[src/rtl/scr1_bpu_pkg.sv]
// Shared types and saturating-counter helpers for the SCR1 branch predictor.
package scr1_bpu_pkg;

    localparam int unsigned SCR1_XLEN = 32;

    typedef enum logic {
        SCR1_BPU_BIMODAL = 1'b0,
        SCR1_BPU_GSHARE  = 1'b1
    } bpu_mode_e;

    // Tag is held zero-extended to XLEN so the entry type does not depend on BTB depth.
    typedef struct packed {
        logic                 valid;
        logic [SCR1_XLEN-1:0] tag;
        logic [SCR1_XLEN-1:0] target;
    } btb_entry_t;

    function automatic logic [3:0] sat_cnt_max(input int unsigned width);
        return 4'((32'd1 << width) - 32'd1);
    endfunction

    // Weakly not-taken: the largest value whose MSB is still clear.
    function automatic logic [3:0] sat_cnt_reset(input int unsigned width);
        return 4'((32'd1 << (width - 32'd1)) - 32'd1);
    endfunction

    function automatic logic [3:0] sat_cnt_next(input logic [3:0] cnt,
                                                input logic taken,
                                                input int unsigned width);
        logic [3:0] max_val;
        max_val = sat_cnt_max(width);
        if (taken) begin
            return (cnt == max_val) ? cnt : cnt + 4'd1;
        end
        return (cnt == 4'd0) ? cnt : cnt - 4'd1;
    endfunction

endpackage

[src/rtl/scr1_bpu_pht.sv]
// Pattern history table: saturating counters with a registered read port and a
// read-modify-write training port; a colliding read sees the pre-update value.
module scr1_bpu_pht
    import scr1_bpu_pkg::*;
#(
    parameter int unsigned PHT_DEPTH = 256,
    parameter int unsigned CNT_W     = 2
) (
    input  logic                         clk,
    input  logic                         rst_n,
    input  logic                         rd_en,
    input  logic [$clog2(PHT_DEPTH)-1:0] rd_idx,
    output logic [CNT_W-1:0]             rd_cnt,
    input  logic                         upd_en,
    input  logic [$clog2(PHT_DEPTH)-1:0] upd_idx,
    input  logic                         upd_taken
);

    localparam logic [CNT_W-1:0] CNT_RST = CNT_W'(sat_cnt_reset(CNT_W));

    logic [CNT_W-1:0] cnt [PHT_DEPTH];
    logic [CNT_W-1:0] upd_next;

    assign upd_next = CNT_W'(sat_cnt_next(4'(cnt[upd_idx]), upd_taken, CNT_W));

    always_ff @(posedge clk or negedge rst_n) begin
        if (!rst_n) begin
            for (int i = 0; i < PHT_DEPTH; i++) begin
                cnt[i] <= CNT_RST;
            end
            rd_cnt <= CNT_RST;
        end else begin
            if (rd_en) begin
                rd_cnt <= cnt[rd_idx];
            end
            if (upd_en) begin
                cnt[upd_idx] <= upd_next;
            end
        end
    end

endmodule

[src/rtl/scr1_bpu_gshare.sv]
// SCR1 branch predictor: direct-mapped tagged BTB plus bimodal/gshare PHT,
// with a speculative global history register restored on mispredict.
module scr1_bpu_gshare
    import scr1_bpu_pkg::*;
#(
    parameter int unsigned BTB_DEPTH = 32,
    parameter int unsigned PHT_DEPTH = 256,
    parameter int unsigned HIST_W    = 8,
    parameter int unsigned CNT_W     = 2,
    parameter bpu_mode_e   MODE      = SCR1_BPU_GSHARE
) (
    input  logic                 clk,
    input  logic                 rst_n,
    input  logic                 ifu2bpu_lookup_req_i,
    input  logic [SCR1_XLEN-1:0] ifu2bpu_pc_i,
    output logic                 bpu2ifu_valid_o,
    output logic                 bpu2ifu_prediction_o,
    output logic [SCR1_XLEN-1:0] bpu2ifu_target_o,
    output logic [HIST_W-1:0]    bpu2ifu_ghr_o,
    input  logic                 exu2bpu_upd_i,
    input  logic [SCR1_XLEN-1:0] exu2bpu_upd_pc_i,
    input  logic                 exu2bpu_upd_taken_i,
    input  logic [SCR1_XLEN-1:0] exu2bpu_upd_target_i,
    input  logic [HIST_W-1:0]    exu2bpu_upd_ghr_i,
    input  logic                 exu2bpu_upd_mispred_i
);

    localparam int unsigned BTB_IDX_W = $clog2(BTB_DEPTH);
    localparam int unsigned IDX_W     = $clog2(PHT_DEPTH);
    localparam int unsigned TAG_SHIFT = 2 + BTB_IDX_W;

    btb_entry_t btb [BTB_DEPTH];

    logic [HIST_W-1:0]    ghr;
    logic [IDX_W-1:0]     lookup_idx;
    logic [IDX_W-1:0]     upd_idx;
    logic [BTB_IDX_W-1:0] lookup_bidx;
    logic [BTB_IDX_W-1:0] upd_bidx;
    logic [SCR1_XLEN-1:0] lookup_tag;
    logic [SCR1_XLEN-1:0] upd_tag;
    btb_entry_t           lookup_entry;
    logic                 lookup_hit;
    logic [CNT_W-1:0]     lookup_cnt;

    logic                 valid_q;
    logic                 hit_q;
    logic [SCR1_XLEN-1:0] target_q;
    logic [HIST_W-1:0]    ghr_q;
    logic                 prediction;

    // In gshare mode the history is zero-extended and folded into the low PC index bits.
    always_comb begin
        lookup_idx = ifu2bpu_pc_i[2 +: IDX_W];
        upd_idx    = exu2bpu_upd_pc_i[2 +: IDX_W];
        if (MODE == SCR1_BPU_GSHARE) begin
            lookup_idx = lookup_idx ^ IDX_W'(ghr);
            upd_idx    = upd_idx ^ IDX_W'(exu2bpu_upd_ghr_i);
        end
        lookup_bidx  = ifu2bpu_pc_i[2 +: BTB_IDX_W];
        upd_bidx     = exu2bpu_upd_pc_i[2 +: BTB_IDX_W];
        lookup_tag   = ifu2bpu_pc_i >> TAG_SHIFT;
        upd_tag      = exu2bpu_upd_pc_i >> TAG_SHIFT;
        lookup_entry = btb[lookup_bidx];
        lookup_hit   = lookup_entry.valid && (lookup_entry.tag == lookup_tag);
    end

    scr1_bpu_pht #(
        .PHT_DEPTH (PHT_DEPTH),
        .CNT_W     (CNT_W)
    ) i_pht (
        .clk       (clk),
        .rst_n     (rst_n),
        .rd_en     (ifu2bpu_lookup_req_i),
        .rd_idx    (lookup_idx),
        .rd_cnt    (lookup_cnt),
        .upd_en    (exu2bpu_upd_i),
        .upd_idx   (upd_idx),
        .upd_taken (exu2bpu_upd_taken_i)
    );

    // Only taken branches allocate; a not-taken resolution leaves the entry alone.
    always_ff @(posedge clk or negedge rst_n) begin
        if (!rst_n) begin
            for (int i = 0; i < BTB_DEPTH; i++) begin
                btb[i] <= '0;
            end
        end else if (exu2bpu_upd_i && exu2bpu_upd_taken_i) begin
            btb[upd_bidx] <= '{valid: 1'b1, tag: upd_tag, target: exu2bpu_upd_target_i};
        end
    end

    always_ff @(posedge clk or negedge rst_n) begin
        if (!rst_n) begin
            valid_q  <= 1'b0;
            hit_q    <= 1'b0;
            target_q <= '0;
            ghr_q    <= '0;
        end else begin
            valid_q <= ifu2bpu_lookup_req_i;
            if (ifu2bpu_lookup_req_i) begin
                hit_q    <= lookup_hit;
                target_q <= lookup_entry.target;
                ghr_q    <= ghr;
            end
        end
    end

    assign prediction = hit_q & lookup_cnt[CNT_W-1];

    // The speculative shift lands while a hitting result is presented; a mispredict
    // restore in that same cycle takes priority and the shift is dropped.
    always_ff @(posedge clk or negedge rst_n) begin
        if (!rst_n) begin
            ghr <= '0;
        end else if (exu2bpu_upd_i && exu2bpu_upd_mispred_i) begin
            ghr <= HIST_W'({exu2bpu_upd_ghr_i, exu2bpu_upd_taken_i});
        end else if (valid_q && hit_q) begin
            ghr <= HIST_W'({ghr, prediction});
        end
    end

    assign bpu2ifu_valid_o      = valid_q;
    assign bpu2ifu_prediction_o = prediction;
    assign bpu2ifu_target_o     = prediction ? target_q : '0;
    assign bpu2ifu_ghr_o        = ghr_q;

endmodule

[config.mk]
export PLATFORM = sky130hd
export DESIGN_NAME = scr1_bpu_gshare
export DESIGN_NICKNAME = d
export VERILOG_FILES = /design/src/rtl/scr1_bpu_pkg.sv /design/src/rtl/scr1_bpu_pht.sv /design/src/rtl/scr1_bpu_gshare.sv
export SDC_FILE = /design/constraint.sdc
export NUM_CORES = 2
export LEC_CHECK = 0
export ABC_CLOCK_PERIOD_IN_PS = 3510
export CAP_MARGIN = 20
export CORE_MARGIN = 5
export CORE_UTILIZATION = 55
export CTS_CLUSTER_SIZE = 30
export DETAILED_ROUTE_END_ITERATION = 16
export DONT_BUFFER_PORTS = 1
export PLACE_DENSITY_LB_ADDON = 0.08
export SYNTH_ARGS = -nofsm -noshare
export SYNTH_HDL_FRONTEND = slang
export SYNTH_SLANG_ARGS = --single-unit
[constraint.sdc]
create_clock -name clk -period 3.51 [get_ports clk]
set_input_delay 0.5265 -clock clk [delete_from_list [all_inputs] [get_ports clk]]
set_output_delay 0.5265 -clock clk [all_outputs]
set_load 0.05 [all_outputs]
==> qor.yml <==
reg2reg_depth: 9
cpPeakStageDelay_ps: 1110
holdWs_ps: 43.8
holdPathStages: 2
cts_buffers: 279
ys_async_sr_fraction_pct: 100
fin_skew_ps: 39.8
finalHoldViolCount: 0
power.switching_mw: 17.3
slew_viol_final: 390
p_sw_share_pct: 24.2
status: "finished with violations"
ioPinCount: 152
peakVddDrop_mv: 0.587
fin_crit_sh_pct: 99.0
grtUsageTotal_pct: 29.7
dieArea_um2: 213000
viasPerCell: 6.43
cts_resized: 0
synth_edf_count: 0
final_layout_size_suffix_gt1_share_pct: 54.7
failed_checks: "max-slew violations"
synthFlopType: "dfrtp_1"
r2r_end: "i_pht.rd_cnt[1]"
min_path_type: "input pin to flop"
r2r-start: "ghr[0]"
crit_slowest_cell: "mux4_2"
globalplace.congestion: 0.888
syn-instance-count: 7209
worstPathRequired_ps: 4360
grt_max_degree: 466
dr.pass1.iters: 5
drcViolationCount: 0
p_leak_nw: 57.0
avgSynthCellArea_um2: 15.5
postRouteAntennaNets: 0
crit_type: "input pin to flop"
clkSlewWorstSetupHoldPaths_ps: 60
fmax_mhz: 288
path_cells: "mux4_2, mux4_2, mux2i_1, xor2_1, nand4_1, buf_4, nor4_1, buf_4, a32o_1"
top_layer_used: "met5"
grt_pass1_vias: 68800
slew_headroom_pct: -68.5
drt_wl_total_um: 311000
antenna_found_initial: 20
post-place-ws_ps: -374
root_buffer: "clkbuf_16"
rsz0062_at_grt: "no"
ctsHoldBuffers: 72
rows: 165
hold_end: "target_q[20]"
layout_commonest_cell: "dfrtp_1"
synthesis.nets: 7319
worst_pin_slew_ps: 2530
cts.sinks: 2419
grt_pass1_wl_um: 469000
clockBufferDepth: 4
core_um2: 202000
drv_cap: 0
worstSetupStartpointType: "input pin"
met1_length_um: 134000
ys_ff_latch: 2419
hpwl_um: 171000
pwr-share-seq_pct: 46.9
area.growth.synth_to_final_pct: 13.5
p_int_mw: 54.2
initial_core_util_pct: 55.3
min_from: "ifu2bpu_pc_i[6]"
insertion_delay_ps: 920
fin_ws_ps: 33.7
drtIter0Drc: 5236
clkPwrFrac_pct: 39.4
setup_violations: 0
timing.critical_path.arrival_ps: 4320
rrSetupSlack_ps: 130
endpoint_kind: "flop"
final_cell_mix: "2,161 x dfrtp_1, 2,084 x mux2_2, 785 x mux4_2, 427 x nor2_1, 294 x clkbuf_16"
cts_max_level: 5
route.met3.wl_um: 18400
synth.distinct_cells: 54
grt_overflow: 0
cts_tree: "yes"
path_max_fanout: 465
p_per_area_nw_per_um2: 563
ys_seq_area_share_pct: 54.4
combPwrFrac_pct: 13.7
dr_wl_met2_um: 148000
layout_min_cycle_time_ps: 3480
cts_setup_buffers: 0
fin_nets: 7348
die_w_um: 461
chipHeight_um: 461
via_count: 65000
portBuffers: 0
wire_per_inst_um: 30.7
yosysWarnings: 0
synth_area_um2: 112000
[worst max-delay path, delay by kind of cell]
family / cells / cell delay, ps
XOR/XNOR: 1 / 290
AO/OA/AOI/OAI: 1 / 160
multiplexers: 3 / 1750
AND/OR/NAND/NOR: 2 / 360
buffers and inverters: 2 / 370
[metrics by stage]
stage	util, %	std cells	total power [mW]	TNS (ps)	area, um2
floorplan	-	7209	40.6	-21040	113000
finish	62.8	10100	71.6	0	127000
CTS	62.7	10100	72.0	0	127000
global route	62.8	10100	74.3	0	127000
detailed placement	57.9	9549	43.4	-166590	117000
global placement	57.9	9549	42.9	-169620	117000
[how the worst max path moves through the flow]
| stage | to | from | slack, ps |
|---|---|---|---|
| floorplan | i_pht.cnt[256] | exu2bpu_upd_pc_i[2] | -130 |
| global placement | i_pht.cnt[368] | exu2bpu_upd_ghr_i[0] | -380 |
| detailed placement | i_pht.cnt[260] | exu2bpu_upd_ghr_i[0] | -370 |
| CTS | i_pht.rd_cnt[1] | ghr[0] | 100 |
| global route | i_pht.rd_cnt[1] | ghr[0] | 60 |
| finish | hit_q | ifu2bpu_pc_i[2] | 30 |
[layer usage]
layer	up-vias	track usage [%]
li1	26800	-
met1	35800	42.6
met4	8	9.02
met2	1867	47.2
met3	606	5.25
met5	-	0
[Yosys cell counts, drive strengths merged (32+ instances only)]
library cell,count,area (um2)
dfrtp,2163,54100
mux2,2203,24800
buf,197,968
mux2i,72,721
dfstp,256,6730
a21oi,183,920
nor2,447,1680
nand3,44,220
clkbuf,471,1770
nand2,148,556
and3,32,200
mux4,785,17700
[final cells by class]
| type | instances | area, um2 |
|---|---|---|
| Clock inverter | 42 | 364 |
| Antenna cell | 13 | 32.5 |
| Multi-Input combinational cell | 4120 | 49200 |
| Inverter | 2 | 7.51 |
| Timing Repair Buffer | 416 | 4820 |
| Sequential cell | 2419 | 60900 |
| Clock buffer | 428 | 8400 |
| Tap cell | 2672 | 3340 |
| Fill cell | 14800 | 75300 |
[registers in the layout (all words and copies together), names as in the netlist]
name and flops:
bpu2ifu_ghr_o 8, bpu2ifu_valid_o 1, btb 1856, i_pht.rd_cnt 1, i_pht.cnt 512, target_q 32
hit_q 1, ghr 8
[power groups by stage]
stage | registers [mW] | clock network (mW) | logic (mW)
after detailed placement | 34.0 | 0 | 9.40
after global routing | 34.0 | 29.8 | 10.5
after CTS | 33.5 | 28.7 | 9.82
final | 33.6 | 28.2 | 9.82
after floorplan | 33.3 | 0 | 7.30
after global placement | 33.8 | 0 | 9.13
[cell families (layout without fill, tap and decap cells)]
kind of cell | count (synthesis) | in the layout | share of synthesized area [%]
mux | 3060 | 3060 | 38.6
xor+xnor | 49 | 49 | 0.407
simple gates | 750 | 750 | 2.81
buf+inv | 670 | 888 | 2.45
other cells | 0 | 13 | 0
fa+ha+maj | 3 | 3 | 0.0280
compound gates | 258 | 258 | 1.32
flops | 2419 | 2419 | 54.4
(Power assumes the default switching activity.)
